## src/rtl/gray_frame_writer_if.sv

```systemverilog
// Pixel stream in (valid/ready with sof/eol markers) and frame-buffer write port out.
// Parameterised on the frame-buffer address width; must match the writer instance.
interface gray_frame_writer_if #(
    parameter int ADDR_W = 18
);
    logic              pix_valid;
    logic              pix_ready;
    logic [7:0]        pix_data;
    logic              pix_sof;
    logic              pix_eol;
    logic              mem_we;
    logic [ADDR_W-1:0] mem_addr;
    logic [7:0]        mem_wdata;

    modport master (
        output pix_valid, pix_data, pix_sof, pix_eol,
        input  pix_ready, mem_we, mem_addr, mem_wdata
    );

    modport slave (
        input  pix_valid, pix_data, pix_sof, pix_eol,
        output pix_ready, mem_we, mem_addr, mem_wdata
    );
endinterface

```

## src/rtl/gray_frame_writer.sv

```systemverilog
// Raster-order writer of one gray frame into a RAM; write lands one cycle after accept.
// pix_ready is a registered state decode only, so upstream stalls never reach it combinationally.
module gray_frame_writer #(
    parameter int WIDTH  = 512,
    parameter int HEIGHT = 512,
    parameter int ADDR_W = 18
) (
    input  logic               clk,
    input  logic               rst,
    input  logic               start,
    gray_frame_writer_if.slave pix,
    output logic [15:0]        x_pos,
    output logic [15:0]        y_pos,
    output logic               busy,
    output logic               frame_done,
    output logic               err_sync
);
    typedef enum logic [1:0] {IDLE, WAIT_SOF, WRITE, DONE} state_t;

    localparam logic [15:0] X_LAST = 16'(WIDTH - 1);
    localparam logic [15:0] Y_LAST = 16'(HEIGHT - 1);

    state_t            state_q, state_d;
    logic [15:0]       x_q, x_d, y_q, y_d;
    logic [ADDR_W-1:0] addr_q, addr_d;
    logic              err_q, err_d;
    logic              rdy_q, rdy_d;
    logic              we_q, we_d;
    logic              done_q, done_d;
    logic [ADDR_W-1:0] waddr_q, waddr_d;
    logic [7:0]        wdata_q, wdata_d;

    logic              accept;
    logic              wr_go;
    logic [15:0]       bx, by;
    logic [ADDR_W-1:0] ba;
    logic              last_pix;

    assign accept = pix.pix_valid & rdy_q;

    always_comb begin
        state_d  = state_q;
        x_d      = x_q;
        y_d      = y_q;
        addr_d   = addr_q;
        err_d    = err_q;
        we_d     = 1'b0;
        done_d   = 1'b0;
        waddr_d  = waddr_q;
        wdata_d  = wdata_q;
        wr_go    = 1'b0;
        bx       = x_q;
        by       = y_q;
        ba       = addr_q;
        last_pix = 1'b0;

        // bx/by/ba select the position this pixel lands on; a sof restarts it at the origin.
        case (state_q)
            IDLE: begin
                if (start) begin
                    err_d   = 1'b0;
                    x_d     = '0;
                    y_d     = '0;
                    addr_d  = '0;
                    state_d = WAIT_SOF;
                end
            end
            WAIT_SOF: begin
                if (accept && pix.pix_sof) begin
                    wr_go = 1'b1;
                    bx    = '0;
                    by    = '0;
                    ba    = '0;
                end
            end
            WRITE: begin
                if (accept) begin
                    wr_go = 1'b1;
                    if (pix.pix_sof && (x_q != 16'd0 || y_q != 16'd0)) begin
                        err_d = 1'b1;
                        bx    = '0;
                        by    = '0;
                        ba    = '0;
                    end else if (pix.pix_eol != (x_q == X_LAST)) begin
                        err_d = 1'b1;
                    end
                end
            end
            DONE: begin
                state_d = IDLE;
            end
            default: begin
                state_d = IDLE;
            end
        endcase

        if (wr_go) begin
            last_pix = (bx == X_LAST) && (by == Y_LAST);
            we_d     = 1'b1;
            waddr_d  = ba;
            wdata_d  = pix.pix_data;
            done_d   = last_pix;
            if (bx == X_LAST) begin
                x_d = '0;
                y_d = by + 16'd1;
            end else begin
                x_d = bx + 16'd1;
                y_d = by;
            end
            // The address counter parks on the final pixel rather than running past the frame.
            addr_d  = last_pix ? ba : ba + ADDR_W'(1);
            state_d = last_pix ? DONE : WRITE;
        end

        rdy_d = (state_d == WAIT_SOF) || (state_d == WRITE);
    end

    always_ff @(posedge clk) begin
        if (rst) begin
            state_q <= IDLE;
            x_q     <= '0;
            y_q     <= '0;
            addr_q  <= '0;
            err_q   <= 1'b0;
            rdy_q   <= 1'b0;
            we_q    <= 1'b0;
            done_q  <= 1'b0;
            waddr_q <= '0;
            wdata_q <= '0;
        end else begin
            state_q <= state_d;
            x_q     <= x_d;
            y_q     <= y_d;
            addr_q  <= addr_d;
            err_q   <= err_d;
            rdy_q   <= rdy_d;
            we_q    <= we_d;
            done_q  <= done_d;
            waddr_q <= waddr_d;
            wdata_q <= wdata_d;
        end
    end

    assign pix.pix_ready = rdy_q;
    assign pix.mem_we    = we_q;
    assign pix.mem_addr  = waddr_q;
    assign pix.mem_wdata = wdata_q;
    assign x_pos         = x_q;
    assign y_pos         = y_q;
    assign busy          = rdy_q;
    assign frame_done    = done_q;
    assign err_sync      = err_q;
endmodule

```

## src/flat_wrapper.sv

```systemverilog
// flat-port wrapper written by rule: the top's interface ports become plain ports
module gray_frame_writer_flat 
#(
    parameter int WIDTH  = 512,
    parameter int HEIGHT = 512,
    parameter int ADDR_W = 18
)
  (clk, rst, start, x_pos, y_pos, busy, frame_done, err_sync, pix_pix_valid, pix_pix_data, pix_pix_sof, pix_pix_eol, pix_pix_ready, pix_mem_we, pix_mem_addr, pix_mem_wdata);
  gray_frame_writer_if #(.ADDR_W(ADDR_W)) pix_i ();
  input  logic clk;
  input  logic rst;
  input  logic start;
  output logic [15:0] x_pos;
  output logic [15:0] y_pos;
  output logic busy;
  output logic frame_done;
  output logic err_sync;
  input wire logic [$bits(pix_i.pix_valid)-1:0] pix_pix_valid;
  input wire logic [$bits(pix_i.pix_data)-1:0] pix_pix_data;
  input wire logic [$bits(pix_i.pix_sof)-1:0] pix_pix_sof;
  input wire logic [$bits(pix_i.pix_eol)-1:0] pix_pix_eol;
  output wire logic [$bits(pix_i.pix_ready)-1:0] pix_pix_ready;
  output wire logic [$bits(pix_i.mem_we)-1:0] pix_mem_we;
  output wire logic [$bits(pix_i.mem_addr)-1:0] pix_mem_addr;
  output wire logic [$bits(pix_i.mem_wdata)-1:0] pix_mem_wdata;
  assign pix_i.pix_valid = pix_pix_valid;
  assign pix_i.pix_data = pix_pix_data;
  assign pix_i.pix_sof = pix_pix_sof;
  assign pix_i.pix_eol = pix_pix_eol;
  assign pix_pix_ready = pix_i.pix_ready;
  assign pix_mem_we = pix_i.mem_we;
  assign pix_mem_addr = pix_i.mem_addr;
  assign pix_mem_wdata = pix_i.mem_wdata;
  gray_frame_writer #(.WIDTH(WIDTH), .HEIGHT(HEIGHT), .ADDR_W(ADDR_W)) u_core (.clk(clk), .rst(rst), .start(start), .pix(pix_i), .x_pos(x_pos), .y_pos(y_pos), .busy(busy), .frame_done(frame_done), .err_sync(err_sync));
endmodule
```

## config.mk

```make
export PLATFORM = sky130hd
export DESIGN_NAME = gray_frame_writer_flat
export DESIGN_NICKNAME = d
export VERILOG_FILES = /design/src/rtl/gray_frame_writer_if.sv /design/src/rtl/gray_frame_writer.sv /design/src/flat_wrapper.sv
export SDC_FILE = /design/constraint.sdc
export NUM_CORES = 1
export LEC_CHECK = 0
export ABC_AREA = 1
export CORE_ASPECT_RATIO = 2
export CORE_MARGIN = 2
export CORE_UTILIZATION = 50
export DETAILED_ROUTE_END_ITERATION = 10
export GPL_ROUTABILITY_DRIVEN = 0
export GPL_TIMING_DRIVEN = 0
export PLACE_DENSITY = 0.77
export RECOVER_POWER = 25
export SLEW_MARGIN = 20
export SYNTH_ARGS = -nofsm -noshare
export SYNTH_HDL_FRONTEND = slang
export SYNTH_SLANG_ARGS = --single-unit
```

## constraint.sdc

```tcl
create_clock -name clk -period 4.3 [get_ports clk]
set_input_delay 0.43 -clock clk [delete_from_list [all_inputs] [get_ports clk]]
set_output_delay 0.43 -clock clk [all_outputs]
set_load 0.03 [all_outputs]
```

==> flow_summary.ini <==
[status]
status = completed

[timing]
finalCritPeriodShare = 0.893
hold_viol_final = 0
skew_ns = 0.00938
finalWorstSetupSlack_ns = 0.462
drv_slew = 0
tns_ns = 0
finalCriticalPeriod_ns = 3.84
fmax_ghz = 0.261
slew_headroom = 0.528
fin_hold_ws_ns = 0.455
worstMarginPinSlew_ns = 0.708
rsz0062_at_grt = no
setup-violations-final = 0

[layout]
regArea_mm2 = 0.00164
drive_gt1_frac = 0.0874
fillers = 843
utilization = 0.642
multi_input_area_mm2 = 0.00268
diodes = 0
area_growth_pct = 24.9
final_cell_area_mm2 = 0.00599
final_cells = 916
fin_nets = 827

[clock_tree]
post-cts-setup-buffers = 0
cts_root_buf = clkbuf_16
clkTransAtPathRegs_ns = 0.07
cts_num_sinks = 82
clk_latency_ns = 0.35
clk_path_buf_depth = 2
htreeDepth = 3
cts_tree = done
cts_hold_buf = 0
cts_inserted_buffers = 9
ctsResizeCount = 0

[die]
fp.dieH_um = 142
die_w_um = 73.2
start_util = 0.514
ios = 77
row_count = 50
core_mm2 = 0.00932
dieArea_mm2 = 0.0104

[pwr]
combPwrFrac = 0.124
p_int_mw = 1.29
leakagePower_nw = 2.31
cellPowerDensity_mw_per_mm2 = 300
pwr-share-seq = 0.428
switchingPower_mw = 0.507
p_clk_frac = 0.448
p_sw_frac = 0.283
total_power_mw = 1.79
vdd_drop_max_uv = 249

[detailed_routing]
drc = 0
drt_iter0_drc = 443
wl_per_cell_um = 16.9
ant_nets = 0
dr_total_vias = 5350
drt-pass1-iter-count = 8
routed_wl_um = 15500
drt-vias-per-instance = 5.84

[synthesis]
ys_seq_elements = 82
syn_area_mm2 = 0.00479
async_flop_share = 0
synth.distinct_cells = 43
syn_avg_cell_area_um2 = 6.66
synth_top_family_by_area = simple AND/OR/NAND/NOR gates
ys_warn_count = 0
synth_area_leaders = dfxtp_1, nand2_1, nor2_1, inv_1, o21ai_0
seq_area_frac_synth = 0.342
synth-simple-area-share = 0.339
syn-instance-count = 720
synth_top_area_share = 0.342
synth_edf_count = 0
syn_nets = 740
yosys.area_share.xor_xnor = 0.0146
yosysMostFrequentCell = nand2_1
yosysTopAreaCell = dfxtp_1
synth_compound_area_frac = 0.190
ys_top_cells_by_count = nand2_1, nor2_1, dfxtp_1, inv_1, o21ai_0
synthAdderAreaFrac = 0.0157
synthMuxAreaShare = 0
synth_top_flop_cell = dfxtp_1

[place]
dp_hpwl_um = 11600
port_buffers = 76
placed_area_mm2 = 0.00568
post-place-cells = 900
dp_slack_ns = 0.266

[global_routing]
gr-total-overflow = 0
antenna_found_initial = 0
grt_first_pass_wirelength_um = 24700
grt_max_degree = 16
grt_usage = 0.305
grt_pass1_vias = 5153

[setup_path]
arrival_ns = 4.08
critical_path_peak_fanout = 10
cp-start-kind = flip-flop
endpoint_kind = flip-flop
r2r.worst_path.cells = 21
worstSetupPathType = reg -> reg
cp.required_ns = 4.54

[min_path]
hp-class = reg -> reg
hold_depth = 2

[flow_run]
cap_violations = 0
sequential cells by signal (all words and copies together) (netlist names):
| name | cells |
|---|---|
| u_core.frame_done | 1 |
| u_core.x_pos | 16 |
| u_core.pix.mem_addr | 18 |
| u_core.addr_q | 18 |
| u_core.pix.mem_wdata | 8 |
| u_core.pix.mem_we | 1 |
| u_core.err_sync | 1 |
| u_core.busy | 1 |
| u_core.y_pos | 16 |
| u_core.state_q | 2 |
per-layer routing:
metal | global-route usage | part of all wire
met2 | 0.542 | 0.53
met5 | 0 | 0
met3 | 0.0524 | 0.056
met1 | 0.313 | 0.36
met4 | 0.200 | 0.060
area by class of cell:
type                    instances  area share
clock buffers                   9      0.0376
flip-flops and latches         82       0.274
well taps                     104      0.0217
plain buffers                  32      0.0286
multi-input cells             526       0.448
inverters                      80      0.0502
clock inverters                 7      0.0128
repair buffers                 76       0.127
logic make-up (layout without fill, tap and decap cells):
kind of cell    count (synthesis)  after routing
simple gates                  354            354
compound gates                158            158
buf+inv                       112            204
flops                          82             82
xor+xnor                        8              8
fa+ha+maj                       6              6
cell usage in the layout (no fill, tap or decap), types with 4 or more instances in the layout:
| cell type | instances |
|---|---|
| inv_2 | 5 |
| nor3_1 | 10 |
| o211ai_1 | 21 |
| o21ai_0 | 51 |
| inv_1 | 72 |
| nand2_1 | 152 |
| clkdlybuf4s50_1 | 41 |
| clkbuf_1 | 13 |
| nand3_1 | 45 |
| dfxtp_1 | 82 |
| o21ai_1 | 32 |
| nand4_1 | 10 |
| buf_6 | 4 |
| nand3_2 | 5 |
| ha_1 | 6 |
| nor2_2 | 9 |
| nand2_2 | 4 |
| a21oi_1 | 28 |
| buf_2 | 11 |
| clkbuf_16 | 9 |
| dlygate4sd3_1 | 35 |
| o22ai_1 | 11 |
| nor2_1 | 102 |
| xor2_1 | 6 |
| nor2_4 | 6 |
path summary, 6_finish.rpt:
check	start	to	slack (ns)
max	u_core.state_q[0]	u_core.y_pos[14]	0.46
min	u_core.addr_q[16]	u_core.addr_q[16]	0.45
max reg2reg	u_core.state_q[0]	u_core.y_pos[14]	0.46
min reg2reg	u_core.addr_q[16]	u_core.addr_q[16]	0.45
worst max-delay path, cell delays in order, from the launching register on:
cell and delay, ns:
dfxtp_1 0.37, inv_1 0.07, ha_1 0.34, buf_2 0.21, buf_2 0.22, nand2_4 0.20
inv_2 0.07, buf_6 0.15, buf_2 0.21, nor2_1 0.15, ha_1 0.20, inv_1 0.08
nor3_1 0.18, nand3_1 0.10, nor2_1 0.30, nand3_2 0.20, nor2_2 0.18, nand3_1 0.15
nor2_1 0.15, nand2_1 0.06, nand2_1 0.07, o21ai_1 0.06
power groups by stage:
| stage | Sequential, mW | Combinational (mW) | Clock [mW] |
|---|---|---|---|
| 2_1_floorplan | 0.790 | 0.140 | 0 |
| 3_3_place_gp | 0.784 | 0.214 | 0 |
| 3_5_place_dp | 0.784 | 0.218 | 0 |
| 4_1_cts | 0.767 | 0.219 | 0.803 |
| 5_1_grt | 0.767 | 0.241 | 0.835 |
| 6_report | 0.767 | 0.223 | 0.804 |
No activity file was read; power rests on OpenSTA's default activity.
